$ cat config.mk
export PLATFORM = sky130hd
export DESIGN_NAME = video_timing_gen
export DESIGN_NICKNAME = d
export VERILOG_FILES = /design/src/rtl/video_timing_pkg.sv /design/src/rtl/vtg_axis_counter.sv /design/src/rtl/video_timing_gen.sv
export SDC_FILE = /design/constraint.sdc
export NUM_CORES = 1
export LEC_CHECK = 0
export CORE_ASPECT_RATIO = 1.25
export CORE_MARGIN = 3
export CORE_UTILIZATION = 30
export CTS_CLUSTER_DIAMETER = 120
export DETAILED_ROUTE_END_ITERATION = 8
export PLACE_DENSITY_LB_ADDON = 0.08
export SLEW_MARGIN = 20
export SYNTH_ARGS = -nofsm -noshare
export SYNTH_HDL_FRONTEND = slang
export SYNTH_SLANG_ARGS = --single-unit
$ cat constraint.sdc
create_clock -name clk -period 2.78 [get_ports clk]
set_input_delay 0.278 -clock clk [delete_from_list [all_inputs] [get_ports clk]]
set_output_delay 0.278 -clock clk [all_outputs]
set_load 0.05 [all_outputs]
$ cat src/rtl/video_timing_pkg.sv
// Raster timing presets and window-bound helper
// shared by the video timing generator.
package video_timing_pkg;

  typedef struct packed {
    int unsigned total;
    int unsigned sync_lo;
    int unsigned sync_hi;
  } axis_t;

  // 640x480@60, 25.175 MHz pixel clock
  localparam int VGA640_H_DISPLAY = 640;
  localparam int VGA640_H_FRONT   = 16;
  localparam int VGA640_H_SYNC    = 96;
  localparam int VGA640_H_BACK    = 48;
  localparam int VGA640_V_DISPLAY = 480;
  localparam int VGA640_V_BOTTOM  = 10;
  localparam int VGA640_V_SYNC    = 2;
  localparam int VGA640_V_TOP     = 33;

  // 800x600@60, 40 MHz pixel clock
  localparam int SVGA800_H_DISPLAY = 800;
  localparam int SVGA800_H_FRONT   = 40;
  localparam int SVGA800_H_SYNC    = 128;
  localparam int SVGA800_H_BACK    = 88;
  localparam int SVGA800_V_DISPLAY = 600;
  localparam int SVGA800_V_BOTTOM  = 1;
  localparam int SVGA800_V_SYNC    = 4;
  localparam int SVGA800_V_TOP     = 23;

  function automatic axis_t axis_bounds(
    input int unsigned disp,
    input int unsigned front,
    input int unsigned sync,
    input int unsigned back
  );
    axis_t a;
    a.total   = disp + front + sync + back;
    a.sync_lo = disp + front;
    a.sync_hi = disp + front + sync - 1;
    return a;
  endfunction

endpackage

$ cat src/rtl/vtg_axis_counter.sv
// One raster axis: mod-N counter with registered
// sync level, next-position active flag and wrap.
module vtg_axis_counter #(
  parameter int CW      = 10,
  parameter int N       = 800,
  parameter int ACT     = 640,
  parameter int SYNC_LO = 656,
  parameter int SYNC_HI = 751,
  parameter bit POL     = 1'b1
) (
  input  logic          clk_i,
  input  logic          rst_i,
  input  logic          en_i,
  output logic [CW-1:0] cnt_o,
  output logic          sync_o,
  output logic          act_nxt_o,
  output logic          wrap_o
);

  localparam logic [CW-1:0] LAST  = CW'(N - 1);
  localparam logic [CW-1:0] A_END = CW'(ACT);
  localparam logic [CW-1:0] S_LO  = CW'(SYNC_LO);
  localparam logic [CW-1:0] S_HI  = CW'(SYNC_HI);

  logic [CW-1:0] cnt_q, cnt_d;
  logic          sync_q, sync_d;

  assign wrap_o = en_i && (cnt_q == LAST);

  // Flags derive from the next count so they land
  // in the same cycle as the position they describe.
  always_comb begin
    cnt_d = cnt_q;
    if (wrap_o) begin
      cnt_d = '0;
    end else if (en_i) begin
      cnt_d = cnt_q + CW'(1);
    end
    sync_d = ((cnt_d >= S_LO) && (cnt_d <= S_HI)) ? POL : !POL;
  end

  assign act_nxt_o = (cnt_d < A_END);

  always_ff @(posedge clk_i) begin
    if (rst_i) begin
      cnt_q  <= '0;
      sync_q <= !POL;
    end else begin
      cnt_q  <= cnt_d;
      sync_q <= sync_d;
    end
  end

  assign cnt_o  = cnt_q;
  assign sync_o = sync_q;

endmodule

$ cat src/rtl/video_timing_gen.sv
// Parametrised raster timing generator with strobes.
// Define VTG_FRAME_COUNT_EN to build the frame counter.
module video_timing_gen
  import video_timing_pkg::*;
#(
  parameter int H_DISPLAY  = 640,
  parameter int H_FRONT    = 16,
  parameter int H_SYNC     = 96,
  parameter int H_BACK     = 48,
  parameter int V_DISPLAY  = 480,
  parameter int V_BOTTOM   = 10,
  parameter int V_SYNC     = 2,
  parameter int V_TOP      = 33,
  parameter bit H_SYNC_POL = 1'b1,
  parameter bit V_SYNC_POL = 1'b1,
  parameter int CW         = 10,
  parameter int FRAME_W    = 12,
  parameter int FRAME_INIT = 0
) (
  input  logic               clk,
  input  logic               reset,
  input  logic               pix_en,
  output logic               hsync,
  output logic               vsync,
  output logic               display_on,
  output logic [CW-1:0]      hpos,
  output logic [CW-1:0]      vpos,
  output logic               line_start,
  output logic               frame_start,
  output logic               vblank_start,
  output logic [FRAME_W-1:0] frame_count
);

  localparam axis_t HAX =
    axis_bounds(H_DISPLAY, H_FRONT, H_SYNC, H_BACK);
  localparam axis_t VAX =
    axis_bounds(V_DISPLAY, V_BOTTOM, V_SYNC, V_TOP);
  localparam logic [CW-1:0] V_BLANK_AT = CW'(V_DISPLAY - 1);

  if ($clog2(HAX.total) > CW) begin : g_bad_h
    $error("H_TOTAL-1 does not fit in CW bits");
  end
  if ($clog2(VAX.total) > CW) begin : g_bad_v
    $error("V_TOTAL-1 does not fit in CW bits");
  end
  if ($clog2(FRAME_INIT + 1) > FRAME_W) begin : g_bad_f
    $error("FRAME_INIT does not fit in FRAME_W bits");
  end

  logic h_act, h_wrap, v_act, v_wrap;

  vtg_axis_counter #(
    .CW(CW), .N(HAX.total), .ACT(H_DISPLAY),
    .SYNC_LO(HAX.sync_lo), .SYNC_HI(HAX.sync_hi),
    .POL(H_SYNC_POL)
  ) u_h (
    .clk_i(clk), .rst_i(reset), .en_i(pix_en),
    .cnt_o(hpos), .sync_o(hsync),
    .act_nxt_o(h_act), .wrap_o(h_wrap)
  );

  vtg_axis_counter #(
    .CW(CW), .N(VAX.total), .ACT(V_DISPLAY),
    .SYNC_LO(VAX.sync_lo), .SYNC_HI(VAX.sync_hi),
    .POL(V_SYNC_POL)
  ) u_v (
    .clk_i(clk), .rst_i(reset), .en_i(h_wrap),
    .cnt_o(vpos), .sync_o(vsync),
    .act_nxt_o(v_act), .wrap_o(v_wrap)
  );

  logic disp_q, disp_d;
  logic line_q, line_d;
  logic frame_q, frame_d;
  logic vblank_q, vblank_d;

  // h_wrap already carries pix_en, so strobes drop
  // to zero on every stalled cycle.
  always_comb begin
    disp_d   = h_act & v_act;
    line_d   = h_wrap;
    frame_d  = v_wrap;
    vblank_d = h_wrap & (vpos == V_BLANK_AT);
  end

  always_ff @(posedge clk) begin
    if (reset) begin
      disp_q   <= 1'b1;
      line_q   <= 1'b0;
      frame_q  <= 1'b0;
      vblank_q <= 1'b0;
    end else begin
      disp_q   <= disp_d;
      line_q   <= line_d;
      frame_q  <= frame_d;
      vblank_q <= vblank_d;
    end
  end

  assign display_on   = disp_q;
  assign line_start   = line_q;
  assign frame_start  = frame_q;
  assign vblank_start = vblank_q;

`ifdef VTG_FRAME_COUNT_EN
  logic [FRAME_W-1:0] fc_q, fc_d;

  assign fc_d = frame_d ? fc_q + FRAME_W'(1) : fc_q;

  always_ff @(posedge clk) begin
    if (reset) begin
      fc_q <= FRAME_W'(FRAME_INIT);
    end else begin
      fc_q <= fc_d;
    end
  end

  assign frame_count = fc_q;
`else
  assign frame_count = '0;
`endif

endmodule

==> metrics.md, run 1 <==
| Metric | Value |
|---|---|
| P&R area growth vs syn | `21.06%` |
| First-pass GRT wire length | `~6400 um` |
| Status | `complete, no violations` |
| Reg2Reg Setup Slack | `0.47 ns` |
| Setup WS post-layout | `between 0.4 and 0.5 ns` |
| Clk buf depth | `2` |
| Detailed Routing Iterations Pass 1 | `4` |
| VDD IR-drop max | `between 150 and 200 uV` |
| Worst Hold Class | `register to register` |
| Part of the power in combinational logic | `under 10%` |
| Core area | `between 0.004 and 0.005 mm2` |
| Final wirelength | `3790 um` |
| R2r startpoint | `u_h.cnt_o[0]` |
| Asr flop ratio synth | `0%` |
| Post-synth top area cell | `dfxtp_1` |
| Headroom to the max-slew limit | `between 60% and 70%` |
| Post-Syn Area per Cell | `approximately 8.3 um2` |
| Setup Skew | `approximately 0.0040 ns` |
| Port bufs | `28` |
| Vias | `about 1400` |
| CP startpoint kind | `register` |
| Total gr overflow | `0` |
| CTS Hold Bufs | `0` |
| Initial antenna violation count | `0` |
| Fin. Hold Viols | `0` |
| EDFF count, synth | `0` |
| Pwr Total | `0.7761 mW` |
| Unique masters post-synth | `50` |
| Post-Syn Instances | `around 180` |
| Yosys warnings | `0` |
| Layout Utilization | `between 30% and 40%` |
| Routability cong. | `roughly 0.85` |
| Std-Cell Rows | `28` |
| Worst EP required | `about 3.0 ns` |
| DR WL/cell | `between 10 and 15 um` |
| CTS Root Cell | `clkbuf_8` |
| Pre-CTS WS | `about 0.36 ns` |
| Die area | `0.006008 mm2` |
| Sw Pwr | `just under 0.2 mW` |
| Final setup fails | `0` |
| CP max FO | `9` |
| Die Height | `around 86 um` |
| Hold Crit Start | `u_h.cnt_o[1]` |
| PostCTS Resize Cnt | `0` |
| Synth top area cells | `dfxtp_1 34%, buf_4 6.9%, nor2_1 5.9%` |
| R2R cell count | `6` |
| ANT nets after route | `0` |
| Clk slew on worst S/H paths | `around 0.1 ns` |
| R2r endpoint | `display_on` |
| Vias per cell | `approximately 5.1` |
| Die X-Extent | `69.93 um` |
| # diodes | `0` |
| Max-cap violations | `0` |
| Total setup buffers inserted after CTS | `0` |
| Placed instance count | `260` |
| Final Max Tran Viols | `0` |
| Crit. End Element | `register` |
| Leakage | `around 0.7 nW` |
| #FFs+latches synth | `26` |
| Tcrit/Tclk final | `82.92%` |
| Clock share of power | `between 40% and 50%` |
| Fin crit period | `around 2.3 ns` |
| Final TNS setup | `0 ns` |
| Fill cells | `just over 500` |
| Data arrival time of the critical path | `approximately 2.5 ns` |
| GRT Util Overall | `approximately an eighth` |
| Internal power | `a little under 0.6 mW` |
| Final net count | `~210` |
| Io pins | `a little over 40` |
| Share of power burned in registers | `48.9%` |
| CTS Buf Count | `3` |
| WHS Path Cells | `2` |
| TritonCTS sink count | `26` |
| Initial core utilization | `31.70%` |
| Final Non-Filler Cells | `about 260` |
| Power per cell area | `between 400 and 500 mW/mm2` |
| DRT iter0 DRCs | `63` |
| Crit Path Class | `register to register` |
| Ys flop type | `dfxtp_1` |
| Post-Syn Area | `between 0.0015 and 0.002 mm2` |
| Fraction of layout cells with a size suffix above 1 | `a little under 6%` |
| Pin count of the biggest net entering global routing | `16` |
| Vias in the first global route | `1322` |
| Worst slew pin tran | `between 0.5 and 0.6 ns` |
| Top-area cell type share of the netlist area | `33.96%` |
| H-tree Lvls | `1` |
| Part of the Yosys area used for sequential elements | `between 30% and 40%` |
| Clk_lat worst skew | `roughly 0.28 ns` |
| Switching fraction of total power | `around a quarter` |
| Max Freq | `~430 MHz` |
| Drc violations | `0` |
| Hold Path Sink | `u_h.cnt_o[1]` |
| DP Wirelength | `roughly 2800 um` |
| RSZ-0062 raised after global routing | `false` |
| CTS tree | `yes` |
==> critical path, stage by stage (launching register included) <==
cell and delay (ns):
dfxtp_1 0.43, ha_1 0.22, and3_1 0.35, nand4_1 0.28, or4_4 0.60, a41o_1 0.23, o31a_1 0.10
==> final cells by class <==
type                            instances  area [um2]  share of cell area (%)
Tap cell                               60       75.07                   4.046
Clock inverter                          1       30.03                   1.618
Clock buffer                            3       41.29                   2.225
Timing Repair Buffer                   30       295.3                   15.91
Sequential cell                        26       520.5                   28.05
Inverter                                6       22.52                   1.214
Multi-Input combinational cell        138       870.8                   46.93
==> metrics by stage <==
| stage | cell area, um2 | hold slack (ns) |
|---|---|---|
| after CTS | 1856 | 0.5988 |
| after floorplan | 1574 | 0.5206 |
| after global placement | 1784 | 0.5548 |
| final | 1856 | 0.5896 |
| after global routing | 1856 | 0.6454 |
| after detailed placement | 1784 | 0.5819 |
==> sequential cells by signal, indices dropped and copies added (netlist names) <==
register / cells
vblank_start: 1
u_v.cnt_o: 10
u_v.sync_o: 1
u_h.cnt_o: 10
line_start: 1
display_on: 1
frame_start: 1
u_h.sync_o: 1
==> routing by layer <==
metal / up-vias / share of wire [%] / GRT usage [%]
met5: - / 0 / 0
met4: 0 / 1.2 / 4.181
met3: 4 / 3.7 / 2.227
met2: 34 / 53 / 24.94
met1: 661 / 42 / 14.59
li1: 660 / - / -
==> cell usage after synthesis (5+ instances only) <==
master and count:
dfxtp_1 26, nor2_1 24, buf_4 14, nand2_1 13
nand3_1 8, xor2_1 8, and4_1 6, inv_1 6
nand4_1 6, xnor2_1 6, a21oi_1 5, clkbuf_1 5
o21ai_0 5
==> power groups by stage <==
stage	Sequential [mW]	Combinational [mW]	Clock [mW]
final	0.380	0.0727	0.324
after global routing	0.381	0.0773	0.347
after CTS	0.380	0.0730	0.336
after detailed placement	0.388	0.0726	0
after global placement	0.388	0.0723	0
after floorplan	0.398	0.0621	0
==> how the worst max path moves through the flow <==
| stage | startpoint | to | slack, ns | cells past startpoint |
|---|---|---|---|---|
| after floorplan | u_h.cnt_o[0] | display_on | 0.32 | 8 |
| after global placement | pix_en | display_on | 0.35 | 7 |
| after detailed placement | pix_en | display_on | 0.36 | 6 |
| after CTS | u_h.cnt_o[0] | display_on | 0.48 | 6 |
| after global routing | u_h.cnt_o[0] | u_v.sync_o | 0.18 | 7 |
| final | u_h.cnt_o[0] | display_on | 0.47 | 6 |
==> logic make-up (layout without fill, tap and decap cells) <==
kind of cell | after synthesis | after routing | synth area share [%]
fa+ha+maj | 3 | 3 | 2.449
xor+xnor | 14 | 14 | 8.000
other cells | 1 | 12 | 0.2447
flops | 26 | 26 | 33.96
compound gates | 26 | 26 | 11.59
mux | 3 | 3 | 2.041
buf+inv | 31 | 40 | 11.92
simple gates | 80 | 80 | 29.80
==> cells in the final DEF (no fill, tap or decap), drive strengths merged, types with 2 or more instances in the layout <==
| cell type | n |
|---|---|
| a21oi | 5 |
| or4 | 3 |
| nand2 | 13 |
| xor2 | 8 |
| clkdlybuf4s50 | 28 |
| dfxtp | 26 |
| nand4 | 6 |
| nor3 | 4 |
| and4 | 6 |
| mux2i | 2 |
| and2 | 2 |
| xnor2 | 6 |
| o21ai | 5 |
| nor4b | 3 |
| ha | 3 |
| and4b | 2 |
| a31oi | 3 |
| inv | 6 |
| nand3 | 8 |
| clkbuf | 3 |
| nor2 | 24 |
| conb | 12 |
| nor2b | 2 |
| buf | 2 |
(Power assumes the default switching activity.)
==> run 2, diff against run 1 <==
==> constraint.sdc (replaced) <==
create_clock -name clk -period 1.95 [get_ports clk]
set_input_delay 0.195 -clock clk [delete_from_list [all_inputs] [get_ports clk]]
set_output_delay 0.195 -clock clk [all_outputs]
set_load 0.05 [all_outputs]
==> run 2 against run 1 <==
  * Global-route usage rose by 0.29 points
  * Register-to-register slack worse by 0.42 ns
  * Maximum frequency up 22%
  * Setup slack worse by 0.42 ns
  * Largest cell class unchanged
  * Highest routed layer unchanged
==> metrics.md, run 2 (same netlist as run 1, synthesis figures left out) <==
| Metric | Value |
|---|---|
| Post-route design area | `0.002122 mm2 (+14%)` |
| H-tree Lvls | `1 (unchanged)` |
| Die Height | `85.92 um (unchanged)` |
| # diodes | `0 (unchanged)` |
| CP max FO | `5 (-4)` |
| Drc violations | `0 (unchanged)` |
| Status | `complete, no violations` |
| R2r endpoint | `display_on` |
| Final wirelength | `3886 um (+2.5%)` |
| Crit Path Class | `register to register` |
| TritonCTS sink count | `26 (unchanged)` |
| Max Freq | `527.7 MHz (+22%)` |
| Vias | `1432 (+5.4%)` |
| Detailed Routing Iterations Pass 1 | `5 (+1)` |
| CTS tree | `yes` |
| Final net count | `239 (+13%)` |
| Tcrit/Tclk final | `97.19% (+14 points)` |
| Max-cap violations | `0 (unchanged)` |
| Initial core utilization | `31.70% (unchanged)` |
| P&R area growth vs syn | `38.45%` |
| Io pins | `41 (unchanged)` |
| Die X-Extent | `69.93 um (unchanged)` |
| Placed Area | `0.002044 mm2 (+15%)` |
| CP startpoint kind | `register` |
| DRT iter0 DRCs | `32 (-49%)` |
| Most common cell after layout, fill and taps aside | `buf_4` |
| Worst slew pin tran | `0.5074 ns (+0.004917 ns)` |
| Total gr overflow | `0 (unchanged)` |
| DR WL/cell | `13.31 um (-7.3%)` |
| CTS Hold Bufs | `0 (unchanged)` |
| Routability cong. | `0.7799 (-8.3%)` |
| Hold Path Sink | `u_h.cnt_o[0]` |
| ANT nets after route | `0 (unchanged)` |
| Die area | `0.006008 mm2 (unchanged)` |
| Crit. End Element | `register` |
| Total setup buffers inserted after CTS | `0 (unchanged)` |
| Clk buf depth | `2 (unchanged)` |
| Pre-CTS WS | `-0.3056 ns (-0.6654 ns)` |
| Vias per cell | `4.904 (-4.7%)` |
| Worst EP required | `2.12 ns (-0.84 ns)` |
| Fin. Hold Viols | `0 (unchanged)` |
| Data arrival time of the critical path | `2.06 ns (-0.42 ns)` |
| Std-Cell Rows | `28 (unchanged)` |
| Clk slew on worst S/H paths | `0.10 ns (about the same)` |
| Setup Skew | `0.004609 ns (+0.0005713 ns)` |
| Most frequent cells in the layout | `30 x buf_4, 27 x clkdlybuf4s50_1, 24 x nor2_1` |
| Initial antenna violation count | `0 (unchanged)` |
| First-pass GRT wire length | `6637 um (+4.0%)` |
| R2R cell count | `6 (unchanged)` |
| Pin count of the biggest net entering global routing | `15 (-1)` |
| Headroom to the max-slew limit | `66.07% (-0.33 points)` |
| Hold Crit Start | `pix_en` |
| DP Wirelength | `3070 um (+8.0%)` |
| Layout Utilization | `43.89% (+5.5 points)` |
| Power per cell area | `474.3 mW/mm2 (+13%)` |
| CTS Root Cell | `clkbuf_8` |
| Fraction of layout cells with a size suffix above 1 | `25.00% (+19 points)` |
| R2r startpoint | `u_h.cnt_o[1]` |
| Final setup fails | `0 (unchanged)` |
| CTS Buf Count | `3 (unchanged)` |
| Port bufs | `28 (unchanged)` |
| Reg2Reg Setup Slack | `0.05 ns (-0.42 ns)` |
| Final Max Tran Viols | `0 (unchanged)` |
| Worst Hold Class | `primary input to register` |
| Final TNS setup | `0 ns (unchanged)` |
| VDD IR-drop max | `230.0 uV (+24%)` |
| Fin crit period | `1.895 ns (-0.4101 ns)` |
| WHS Path Cells | `3 (+1)` |
| Leakage | `0.8171 nW (+19%)` |
| Setup WS post-layout | `0.05484 ns (-0.4199 ns)` |
| Core area | `0.004835 mm2 (unchanged)` |
| GRT Util Overall | `13.37% (+0.29 points)` |
| RSZ-0062 raised after global routing | `true` |
| Vias in the first global route | `1407 (+6.4%)` |
| Clk_lat worst skew | `0.27 ns (about the same)` |
==> run 2: per-layer routing <==
layer | part of all wire, % | up-vias | GRT usage, % | wire (um)
met5 | 0 | - | 0 | 0
met4 | 1.5 | 0 | 4.704 | 58
met1 | 46 | 666 | 16.93 | 1783
met3 | 4.0 | 6 | 2.345 | 155
li1 | - | 725 | - | -
met2 | 49 | 35 | 22.79 | 1888
==> run 2: final cells by class <==
| cell class | instances | area (um2) |
|---|---|---|
| tap | 60 | 75.07 |
| fill | 475 | 2713 |
| multi-input combinational | 138 | 918.4 |
| timing repair buffer | 58 | 504.2 |
| clock buffer | 4 | 55.05 |
| sequential | 26 | 546.8 |
| inverter | 6 | 22.52 |
==> run 2: how the worst max path moves through the flow <==
stage	start	to
global route	u_h.cnt_o[7]	display_on
finish	u_h.cnt_o[1]	display_on
global placement	pix_en	display_on
detailed placement	pix_en	display_on
CTS	u_h.cnt_o[5]	display_on
floorplan	u_h.cnt_o[1]	display_on
==> run 2: worst max-delay path, cell delays in order (launching register included) <==
cell	delay, ns
dfxtp_4	0.39
ha_4	0.14
and3_4	0.19
nand4_1	0.19
or4_4	0.54
a41o_1	0.24
o31a_1	0.10
==> run 2: through the flow <==
step	power [mW]	instances	hold slack, ns
after CTS	1.019	292	0.4893
after detailed placement	0.6623	288	0.5339
final	1.006	292	0.4868
after floorplan	0.6572	195	0.4376
after global placement	0.6618	288	0.5368
after global routing	1.055	292	0.5307
==> run 2: repair_timing <==
action	CTS	global route
pin swaps	0	2
gates resized for setup	1	6
endpoints found under the setup margin	2	4
==> run 2: power breakdown <==
group          switching, mW  internal [mW]  total, mW
Combinational         0.0859         0.0239      0.110
Sequential           0.00757          0.532      0.540
Clock                  0.176          0.181      0.357
Total                  0.270          0.737       1.01
